<file path="src/rtl/lm32_inst_encoder.sv">
// LM32 instruction assembler: structured request in, 32-bit instruction word out,
// through a two-stage valid/ready pipeline with range-error flag and handshake counters.
module lm32_inst_encoder #(
    parameter int CNT_W     = 16,
    parameter int ERR_CNT_W = 8
) (
    input  logic                 clk_i,
    input  logic                 rst_i,
    input  logic                 req_valid,
    output logic                 req_ready,
    input  logic [5:0]           req_opcode,
    input  logic [4:0]           req_ra,
    input  logic [4:0]           req_rb,
    input  logic [4:0]           req_rd,
    input  logic [31:0]          req_imm,
    input  logic [29:0]          req_pc,
    output logic                 inst_valid,
    input  logic                 inst_ready,
    output logic [31:0]          inst_word,
    output logic                 inst_err,
    output logic [CNT_W-1:0]     enc_count,
    output logic [ERR_CNT_W-1:0] err_count
);

    typedef enum logic [2:0] {
        FMT_SHIFT,
        FMT_STORE,
        FMT_RI,
        FMT_BRANCH,
        FMT_JUMP,
        FMT_RR,
        FMT_UNDEF
    } fmt_e;

    function automatic fmt_e classify(input logic [5:0] op);
        fmt_e f;
        case (op)
            6'h00, 6'h05, 6'h0f:                      f = FMT_SHIFT;
            6'h03, 6'h0c, 6'h16:                      f = FMT_STORE;
            6'h11, 6'h12, 6'h13, 6'h14, 6'h15, 6'h17: f = FMT_BRANCH;
            6'h38, 6'h3e:                             f = FMT_JUMP;
            6'h27, 6'h2a, 6'h33:                      f = FMT_UNDEF;
            default:                                  f = op[5] ? FMT_RR : FMT_RI;
        endcase
        return f;
    endfunction

    logic        s1_valid_q;
    fmt_e        s1_fmt_q;
    logic [5:0]  s1_op_q;
    logic [4:0]  s1_ra_q, s1_rb_q, s1_rd_q;
    logic [31:0] s1_imm_q;
    logic [29:0] s1_off_q;

    logic        s2_valid_q;
    logic [31:0] s2_word_q;
    logic        s2_err_q;

    logic [CNT_W-1:0]     enc_count_q;
    logic [ERR_CNT_W-1:0] err_count_q;

    fmt_e        fmt_d;
    logic [29:0] off_d;
    logic [31:0] word_d;
    logic        err_d;
    logic        s2_free;
    logic        out_fire;

    assign inst_valid = s2_valid_q;
    assign inst_word  = s2_word_q;
    assign inst_err   = s2_err_q;
    assign enc_count  = enc_count_q;
    assign err_count  = err_count_q;

    // S2 can take a new word when empty or draining this cycle; S1 follows the same rule.
    assign out_fire  = s2_valid_q && inst_ready;
    assign s2_free   = !s2_valid_q || inst_ready;
    assign req_ready = !s1_valid_q || s2_free;

    // Branch displacement is in words, relative to the instruction's own word PC.
    always_comb begin
        fmt_d = classify(req_opcode);
        off_d = req_imm[31:2] - req_pc;
    end

    always_comb begin
        word_d = {s1_op_q, s1_ra_q, 21'b0};
        err_d  = 1'b0;
        case (s1_fmt_q)
            FMT_SHIFT: begin
                word_d[20:0] = {s1_rd_q, 11'b0, s1_imm_q[4:0]};
                err_d        = |s1_imm_q[31:5];
            end
            FMT_STORE: begin
                word_d[20:0] = {s1_rb_q, s1_imm_q[15:0]};
            end
            FMT_RI: begin
                word_d[20:0] = {s1_rd_q, s1_imm_q[15:0]};
                err_d        = !((s1_imm_q[31:16] == 16'h0000) || (s1_imm_q[31:16] == 16'hFFFF));
            end
            FMT_BRANCH: begin
                word_d[20:0] = {s1_rb_q, s1_off_q[15:0]};
                err_d        = (|s1_imm_q[1:0]) || !((&s1_off_q[29:15]) || !(|s1_off_q[29:15]));
            end
            FMT_JUMP: begin
                word_d[25:0] = s1_off_q[25:0];
                err_d        = (|s1_imm_q[1:0]) || !((&s1_off_q[29:25]) || !(|s1_off_q[29:25]));
            end
            FMT_RR: begin
                word_d[20:0] = {s1_rb_q, s1_rd_q, 11'b0};
            end
            FMT_UNDEF: begin
                word_d[20:0] = {s1_rb_q, s1_rd_q, 11'b0};
                err_d        = 1'b1;
            end
            default: begin
                err_d = 1'b1;
            end
        endcase
    end

    always_ff @(posedge clk_i or posedge rst_i) begin
        if (rst_i) begin
            s1_valid_q  <= 1'b0;
            s1_fmt_q    <= FMT_RR;
            s1_op_q     <= '0;
            s1_ra_q     <= '0;
            s1_rb_q     <= '0;
            s1_rd_q     <= '0;
            s1_imm_q    <= '0;
            s1_off_q    <= '0;
            s2_valid_q  <= 1'b0;
            s2_word_q   <= '0;
            s2_err_q    <= 1'b0;
            enc_count_q <= '0;
            err_count_q <= '0;
        end else begin
            if (s2_free) begin
                s2_valid_q <= s1_valid_q;
                if (s1_valid_q) begin
                    s2_word_q <= word_d;
                    s2_err_q  <= err_d;
                end
            end
            if (req_ready) begin
                s1_valid_q <= req_valid;
                if (req_valid) begin
                    s1_fmt_q <= fmt_d;
                    s1_op_q  <= req_opcode;
                    s1_ra_q  <= req_ra;
                    s1_rb_q  <= req_rb;
                    s1_rd_q  <= req_rd;
                    s1_imm_q <= req_imm;
                    s1_off_q <= off_d;
                end
            end
            if (out_fire) begin
                enc_count_q <= enc_count_q + CNT_W'(1);
                if (s2_err_q && !(&err_count_q)) begin
                    err_count_q <= err_count_q + ERR_CNT_W'(1);
                end
            end
        end
    end

endmodule

</file>
<file path="config.mk">
export PLATFORM = sky130hd
export DESIGN_NAME = lm32_inst_encoder
export DESIGN_NICKNAME = d
export VERILOG_FILES = /design/src/rtl/lm32_inst_encoder.sv
export SDC_FILE = /design/constraint.sdc
export NUM_CORES = 1
export LEC_CHECK = 0
export ABC_AREA = 1
export CAP_MARGIN = 20
export CORE_AREA = 5 5 159 123
export DETAILED_ROUTE_END_ITERATION = 10
export DIE_AREA = 0 0 164 128
export GPL_TIMING_DRIVEN = 0
export HOLD_SLACK_MARGIN = 0.1
export PLACE_DENSITY_LB_ADDON = 0.15
export SYNTH_ARGS = -nofsm -noshare
export SYNTH_HDL_FRONTEND = slang
export SYNTH_SLANG_ARGS = --single-unit
</file>
<file path="constraint.sdc">
create_clock -name clk_i -period 5.31 [get_ports clk_i]
set_input_delay 0.531 -clock clk_i [delete_from_list [all_inputs] [get_ports clk_i]]
set_output_delay 0.531 -clock clk_i [all_outputs]
set_load 0.02 [all_outputs]
</file>
Word-level counts from Yosys, hierarchy flattened
Cells that the tools add are included.
{ "op_classes": {"shifts": 0, "muxes": 5, "reduce_logical": 37, "eq_ne": 23, "n_mul": 0, "div": 0, "addsub": 3, "magnitude_cmp": 0, "n_bitwise": 0} }
{ "op_table": {"columns": ["operator", "n"], "rows": [
  ["case mux 21 bit (6 select lines)", 1],
  ["== test 6 x 5 -> 1 bit, second input constant", 7],
  ["== test 6 bit, second input constant", 5],
  ["subtractor 30 bit", 1],
  ["OR reduction 27 bit", 1],
  ["adder 16 x 1 -> 16 bit, second input constant", 1],
  ["== test 16 bit, second input constant", 1],
  ["logical NOT 16 bit", 1],
  ["case mux 3 bit (5 select lines)", 1],
  ["AND reduction 15 bit", 1],
  ["OR reduction 15 bit", 1],
  ["== test 6 x 4 -> 1 bit, second input constant", 2],
  ["== test 3 bit, second input constant", 3],
  ["OR reduction 3 bit", 3],
  ["adder 8 x 1 -> 8 bit, second input constant", 1],
  ["logical NOT 1 bit", 8],
  ["AND reduction 8 bit", 1],
  ["OR reduction 2 bit", 4],
  ["logical OR 1 bit", 7],
  ["== test 3 x 2 -> 1 bit, second input constant", 2],
  ["== test 6 x 2 -> 1 bit, second input constant", 1],
  ["== test 6 x 3 -> 1 bit, second input constant", 1],
  ["logical NOT 6 bit", 1],
  ["AND reduction 2 bit", 3],
  ["9 further kinds", 10]
]} }
{ "totals": {"romBits": 0, "ram_bits": 0, "regBits": 145, "n_memories": 0, "latchBits": 0, "elab_cells": 81} }

Longest topological paths before layout
Gate-level depths: netlist of the first run.
{ "depth": {"ltp_word": 6, "mapped_depth": 13, "depth_no_buf": 13} }

Worst setup path after synthesis of the first run
Ideal clock, no wire load.
{ "synth_timing": {"path_kind": "input -> register", "startpoint": "input port req_imm[2]", "endpoint": "register s1_off_q[20]", "cell_stages": 12, "setup_time_ns": 0.130, "path_slack_ns": 3.298, "t_required_ns": 5.180, "arrival_ns": 1.882, "cell_sequence": "inv_1 > ha_1 > inv_1 > fa_1 > nand3_1 > nand3_1 > nand3_1 > nand3_1 > nand2_1 > nand3_1 > nand3_1 > o21ai_0"} }
{ "synth_via": {"elab_chain_cells": 1} }
{ "synth_lines": {"columns": ["item", "line_no", "text"], "rows": [
  ["start, declared", "15", "input logic [31:0] req_imm,"],
  ["subtractor 30 bit", "83", "off_d = req_imm[31:2] - req_pc;"],
  ["end signal, assigned", "131", "s1_off_q <= '0;"],
  ["end signal, assigned", "154", "s1_off_q <= off_d;"],
  ["end, declared", "53", "logic [29:0] s1_off_q;"]
]} }
No other way between the ends.
A chain may end at the register's enable or synchronous reset.

Final worst setup path of the first run
Same ends and word-level chain as after synthesis.

==> results of run 1 <==
-- stage by stage --
step | util | setup WS, ns
floorplan | - | 0.8877
global placement | 0.5839 | -1.068
detailed placement | 0.5857 | 2.473
CTS | 0.6161 | 2.909
global route | 0.6161 | 2.761
finish | 0.6161 | 2.873
-- layout by cell type, fill, tap and decap left out, drive strengths merged, types with 3 or more instances in the layout --
master           n
o21bai           4
clkdlybuf4s50  145
buf             16
nor3            11
inv            185
dfrtp          143
o22ai            5
xor2            10
xnor2           23
nand2          505
clkinv           4
nand4           13
nand3           71
a32o             3
ha              31
nor2            92
clkbuf          35
nand3b           4
a21oi           35
a22oi            4
o21ai           76
-- registers in the layout, indices dropped and copies added (netlist names) --
name        flops
err_count       8
inst_err        1
s1_rb_q         5
s1_fmt_q        3
s1_ra_q         5
s1_valid_q      1
inst_word      32
s1_off_q       30
s1_imm_q       32
s1_rd_q         5
s1_op_q         6
enc_count      16
inst_valid      1
-- per-layer routing --
layer,part of all wire,track usage
met5,0,0
met4,0.015,0.06065
met3,0.067,0.04886
met2,0.42,0.3588
met1,0.49,0.3613
-- synthesized netlist by cell type (4+ instances only) --
cell type    n  share of area
nand2_1    503           0.22
inv_1      180          0.077
dfrtp_1    143           0.41
nor2_1      86          0.037
o21ai_0     72          0.041
nand3_1     68          0.039
a21oi_1     35          0.020
ha_1        31          0.044
xnor2_1     23          0.023
buf_2       14         0.0080
nand4_1     13         0.0093
clkbuf_1    12         0.0052
xor2_1      10          0.010
nor3_1       9         0.0052
inv_2        5         0.0021
nor2_4       5         0.0064
a22oi_1      4         0.0034
nand3b_1     4         0.0034
o21ai_1      4         0.0023
o21bai_1     4         0.0034
o22ai_1      4         0.0029
-- power by group through the flow --
| stage | combinational [mW] | clock, mW | sequential [mW] |
|---|---|---|---|
| detailed placement | 1.30 | 0 | 1.56 |
| floorplan | 0.606 | 0 | 1.68 |
| global placement | 1.28 | 0 | 1.56 |
| global route | 1.44 | 1.19 | 1.58 |
| finish | 1.30 | 1.12 | 1.55 |
| CTS | 1.30 | 1.13 | 1.55 |
-- tightest hold or removal path: stages, from the launching register on --
cell and delay (ns):
dfrtp_1 0.34, nand2_1 0.05, nand2_1 0.04
-- cell families (layout without fill, tap and decap cells) --
kind of cell	Yosys count	count (layout)	share of synthesized area
buf+inv	212	387	0.09357
simple gates	698	698	0.3281
compound gates	132	132	0.08268
flops	145	145	0.4158
xor+xnor	33	33	0.03310
fa+ha+maj	32	32	0.04671
-- path summary, 6_finish.rpt --
path	to	depth (start not counted)	startpoint
max in group asynchronous	s1_fmt_q[2]	3	rst_i
hold reg to reg	inst_word[27]	2	s1_op_q[1]
setup reg to reg	s1_off_q[19]	6	inst_valid
hold / removal	inst_word[27]	2	s1_op_q[1]
min in group asynchronous	s1_imm_q[29]	2	rst_i
setup / recovery	s1_off_q[20]	13	req_imm[2]
-- final cells by class --
class	count	area [µm²]	share of cell area
Timing Repair Buffer	146	1479	0.1336
Clock buffer	23	488.0	0.04408
Tap cell	247	309.0	0.02792
Sequential cell	145	3631	0.3280
Inverter	185	699.4	0.06318
Clock inverter	6	57.56	0.005199
Buffer	27	122.6	0.01108
Multi-Input combinational cell	895	4284	0.3870
==> impl_metrics.sql, run 1 <==
INSERT INTO impl_metrics (metric_group, metric, value, unit) VALUES
('yosys', 'yosys_most_used_dff', 'dfrtp_1', ''),
('floorplanning', 'floorplan.rows', '43', ''),
('critical_path', 'path_class', 'input port to flop', ''),
('critical_path', 'timing.critical_path.slowest_stage_cell', 'fa_1', ''),
('yosys', 'post_synthesis_cells', '1252', ''),
('timing', 'hold_slack', '0.4683', 'ns'),
('route', 'final_antenna_net_count', '0', ''),
('floorplanning', 'floorplan.die_area', '20990', 'µm²'),
('outcome', 'run_status', 'finished clean', ''),
('floorplanning', 'horizontal_die_dimension', '164', 'µm'),
('power', 'sw_frac_of_total', '0.3509', ''),
('yosys', 'seq_total_area_yosys', '0.4158', ''),
('power', 'max-vdd-ir-drop', '0.0002750', 'V'),
('clocking', 'cts_root_buffer', 'clkbuf_16', ''),
('yosys', 'yosys_warnings', '0', ''),
('clocking', 'clk_lat_worst_skew', '0.42', 'ns'),
('cells_and_area', 'flow.area_growth_from_synthesis', '26.78', '%'),
('power', 'post-layout-total-power', '3.970', 'mW'),
('critical_path', 'critPathMaxStageDelay', '0.44', 'ns'),
('power', 'pwr_density_cell', '358.6', 'nW/µm²'),
('global_route', 'grt.overflow.total', '0', ''),
('clocking', 'path_clk_slew', '0.06', 'ns'),
('timing', 'grt_setup_unrepaired', 'no', ''),
('clocking', 'postCtsHoldBufs', '0', ''),
('cells_and_area', 'antenna-diode-count', '0', ''),
('cells_and_area', 'nets', '1536', ''),
('clocking', 'cts_repair_resize_count', '0', ''),
('clocking', 'clock_sinks', '145', ''),
('yosys', 'synth.ff_latch_count', '145', ''),
('power', 'combinationalPowerShare', '0.328', ''),
('timing', 'max-slew-margin-rel', '0.5492', ''),
('clocking', 'cts_made_buffers', '17', ''),
('clocking', 'tritoncts', 'yes', ''),
('floorplanning', 'initial_core_util', '0.4859', ''),
('critical_path', 'crit_family', 'simple AND/OR/NAND/NOR gates', ''),
('clocking', 'clockBufferDepth', '2', ''),
('floorplanning', 'core', '17970', 'µm²'),
('timing', 'fmax', '410.4', 'MHz'),
('global_route', 'grt_total_usage', '0.2412', ''),
('global_route', 'number_of_antenna_violations_at_the_first_check_in_global_routing', '0', ''),
('yosys', 'async_sr_flop_fraction', '1.000', ''),
('critical_path', 'cp_num_buf_inv', '3', ''),
('floorplanning', 'ios', '146', ''),
('global_route', 'pin_count_of_the_biggest_net_entering_global_routing', '91', ''),
('place', 'placed_cells', '1645', ''),
('yosys', 'synth_enable_flop_cells', '0', ''),
('power', 'power_leakage', '5.830', 'nW'),
('route', 'drtPass1Iterations', '5', ''),
('place', 'port-buffer-count', '145', ''),
('critical_path', 'crit_start_category', 'input port', ''),
('yosys', 'synth.avg_cell_area', '6.975', 'µm²'),
('clocking', 'cts_setup_buffers', '0', ''),
('critical_path', 'worstPathArrival', '2.73', 'ns'),
('route', 'dr_total_vias', '8257', ''),
('critical_path', 'worstPathMaxFanout', '4', ''),
('timing', 'clock_skew', '0.007704', 'ns'),
('power', 'seq_power_share', '0.390', ''),
('yosys', 'syn-cell-area', '8732', 'µm²'),
('route', 'vias_per_cell', '4.932', ''),
('clocking', 'clock_tree.htree_level_count', '4', ''),
('timing', 'setup_viol', '0', ''),
('cells_and_area', 'final_layout_size_suffix_gt1_frac', '0.04695', ''),
('cells_and_area', 'number_of_filler_cells_placed_in_the_layout', '1730', ''),
('timing', 'timing.final.max_slew_violations', '0', ''),
('job', 'timing.max_cap.violations', '0', ''),
('yosys', 'synth.distinct_cells', '37', ''),
('power', 'p_int', '2.577', 'mW'),
('power', 'clock_power_share', '0.282', ''),
('route', 'route.detailed.drc', '0', ''),
('timing', 'final.setup.tns', '0', 'ns'),
('cells_and_area', 'post_route_standard_cell_area_excluding_fillers', '11070', 'µm²');
Power figures use the tool's default switching activity.
==> run 2: changes to the inputs <==
- clock period: 5.31 -> 2.36 ns (I/O delays scaled with it)
==> run 2 against run 1 <==
Flip-flop and latch count did not move. Via count up 0.67%. Worst hold slack worse by 0.23 ns. Count of clock-buffer cells in the layout down 3. Critical path type unchanged. Highest routed layer unchanged.
==> impl_metrics.sql, run 2 (synthesis gave the netlist of run 1 again) <==
INSERT INTO impl_metrics (metric_group, metric, value, unit) VALUES
('critical_path', 'critPathMaxStageDelay', '0.44', 'ns'),
('route', 'route.detailed.drc', '0', ''),
('global_route', 'number_of_antenna_violations_at_the_first_check_in_global_routing', '0', ''),
('critical_path', 'critical_path_endpoint_category', 'flop', ''),
('cells_and_area', 'most-common-layout-cells', 'nand2_1 (503), inv_1 (179), clkdlybuf4s50_1 (145)', ''),
('route', 'dr_total_vias', '8312', ''),
('clocking', 'postCtsHoldBufs', '0', ''),
('route', 'finalWirelength', '24830', 'µm'),
('clocking', 'cts_setup_buffers', '0', ''),
('min_path', 'min-delay-path-class', 'input port to asynchronous set/reset pin', ''),
('timing', 'hold_slack', '0.2344', 'ns'),
('cells_and_area', 'flow.area_growth_from_synthesis', '27.65', '%'),
('route', 'drt_iter0_drc', '586', ''),
('timing', 'period_minus_slack', '2.110', 'ns'),
('cells_and_area', 'number_of_filler_cells_placed_in_the_layout', '1695', ''),
('critical_path', 'worstPathMaxFanout', '4', ''),
('cells_and_area', 'nets', '1538', ''),
('timing', 'timing.final.crit_share', '0.8939', ''),
('floorplanning', 'die_y', '128', 'µm'),
('timing', 'clock_skew', '0.004354', 'ns'),
('timing', 'final_hold_violation_count', '0', ''),
('cells_and_area', 'final_layout_size_suffix_gt1_frac', '0.05098', ''),
('clocking', 'clk_lat_worst_skew', '0.43', 'ns'),
('floorplanning', 'floorplan.die_area', '20990', 'µm²'),
('power', 'pwr_density_cell', '817.6', 'nW/µm²'),
('outcome', 'run_status', 'finished clean', ''),
('route', 'vias_per_cell', '4.951', ''),
('cells_and_area', 'most_common_cell_after_layout_fill_and_taps_aside', 'nand2_1', ''),
('clocking', 'clock_sinks', '145', ''),
('critical_path', 'required_time_at_the_endpoint_of_the_critical_path', '2.66', 'ns'),
('floorplanning', 'core', '17970', 'µm²'),
('clocking', 'clock_tree.htree_level_count', '4', ''),
('global_route', 'pin_count_of_the_biggest_net_entering_global_routing', '44', ''),
('clocking', 'cts_made_buffers', '17', ''),
('route', 'wl_per_cell', '14.79', 'µm'),
('clocking', 'tritoncts', 'yes', ''),
('critical_path', 'crit_path_cell_trace', 'clkdlybuf4s50_1, inv_1, ha_1, inv_1, fa_1, nand3_1, nand3_1, nand3_1, nand3_1, nand2_1, nand3_1, nand3_1, o21ai_0', ''),
('job', 'timing.max_cap.violations', '0', ''),
('place', 'gp_congestion', '0.9701', ''),
('floorplanning', 'horizontal_die_dimension', '164', 'µm'),
('power', 'power_leakage', '5.857', 'nW'),
('timing', 'setup_viol', '0', ''),
('critical_path', 'path_class', 'input port to flop', ''),
('floorplanning', 'initial_core_util', '0.4859', ''),
('timing', 'max-slew-margin-rel', '0.5600', ''),
('route', 'final_antenna_net_count', '0', ''),
('critical_path', 'timing.critical_path.slowest_stage_cell', 'fa_1', ''),
('global_route', 'grt_total_usage', '0.2403', ''),
('place', 'port-buffer-count', '145', ''),
('timing', 'final.setup.tns', '0', 'ns'),
('global_route', 'first_global_vias', '7782', ''),
('global_route', 'grt.overflow.total', '0', ''),
('cells_and_area', 'sequential_cell_area', '3631', 'µm²'),
('clocking', 'cts_repair_resize_count', '0', ''),
('cells_and_area', 'multi_input_comb_area', '4284', 'µm²'),
('floorplanning', 'floorplan.rows', '43', ''),
('clocking', 'cts_root_buffer', 'clkbuf_16', ''),
('place', 'post-dp-hpwl', '19520', 'µm'),
('timing', 'worst_pin_slew', '0.6600', 'ns'),
('timing', 'timing.final.max_slew_violations', '0', ''),
('clocking', 'path_clk_slew', '0.06', 'ns'),
('critical_path', 'worstPathArrival', '2.41', 'ns'),
('timing', 'fmax', '474.0', 'MHz'),
('route', 'drtPass1Iterations', '5', ''),
('critical_path', 'crit_start_category', 'input port', ''),
('clocking', 'clockBufferDepth', '2', ''),
('cells_and_area', 'antenna-diode-count', '0', ''),
('timing', 'grt_setup_unrepaired', 'no', ''),
('global_route', 'grt_first_pass_wirelength', '39610', 'µm'),
('floorplanning', 'ios', '146', ''),
('critical_path', 'critical-path-top-cell-by-count', 'nand3_1', ''),
('power', 'max-vdd-ir-drop', '0.0005306', 'V');
==> run 2: cell count changes in the layout (fill, tap and decap cells not counted), moves of 2 or more <==
cell and delta:
clkbuf_8 -2, clkinvlp_4 +2, buf_12 +3, clkinv_4 +4
==> run 2: per-layer routing <==
metal	part of all wire	global-route usage
met5	0	0
met4	0.019	0.07791
met3	0.077	0.04500
met1	0.48	0.3557
met2	0.43	0.3568
==> run 2: power breakdown <==
group          leakage, nW  switching (mW)  internal (mW)  total, mW
Combinational         3.77            1.73           1.23       2.96
Clock                0.286            1.06           1.61       2.67
Sequential            1.80           0.443           3.04       3.48
==> run 2: final timing paths <==
kind	startpoint	endpoint	slack (ns)	cells past startpoint
max reg2reg	s1_fmt_q[2]	inst_word[9]	0.41	10
max in group asynchronous	rst_i	s1_fmt_q[0]	1.20	4
max	req_imm[2]	s1_off_q[20]	0.25	13
min	rst_i	s1_op_q[5]	0.23	2
min in group clk_i	req_ra[1]	s1_ra_q[1]	0.34	3
min reg2reg	inst_word[7]	inst_word[7]	0.48	2
==> run 2: critical path: cells and delay by family <==
kind,cells,cell delay (ns)
buffers and inverters,3,0.58
AO/OA/AOI/OAI,1,0.09
AND/OR/NAND/NOR,7,0.86
adder cells (fa/ha/maj),2,0.64
==> run 2: area by class of cell <==
type                       instances  area share
timing repair buffer             148      0.1356
buffer                            27     0.01100
clock buffer                      20     0.04097
inverter                         185     0.06263
clock inverter                    12     0.01201
sequential                       145      0.3257
tap                              247     0.02772
multi-input combinational        895      0.3843
==> run 2: metrics by stage <==
step	setup WS (ns)	power, mW	instance area, µm²	cells	util
6_report	0.2504	9.114	11150	1679	0.6203
5_1_grt	0.07788	9.620	11150	1679	0.6203
4_1_cts	0.2565	9.132	11150	1679	0.6203
3_5_place_dp	-0.1784	6.455	10560	1647	0.5875
3_3_place_gp	-0.9495	6.385	10500	1644	0.5841
2_1_floorplan	0.3066	5.135	8736	1252	-
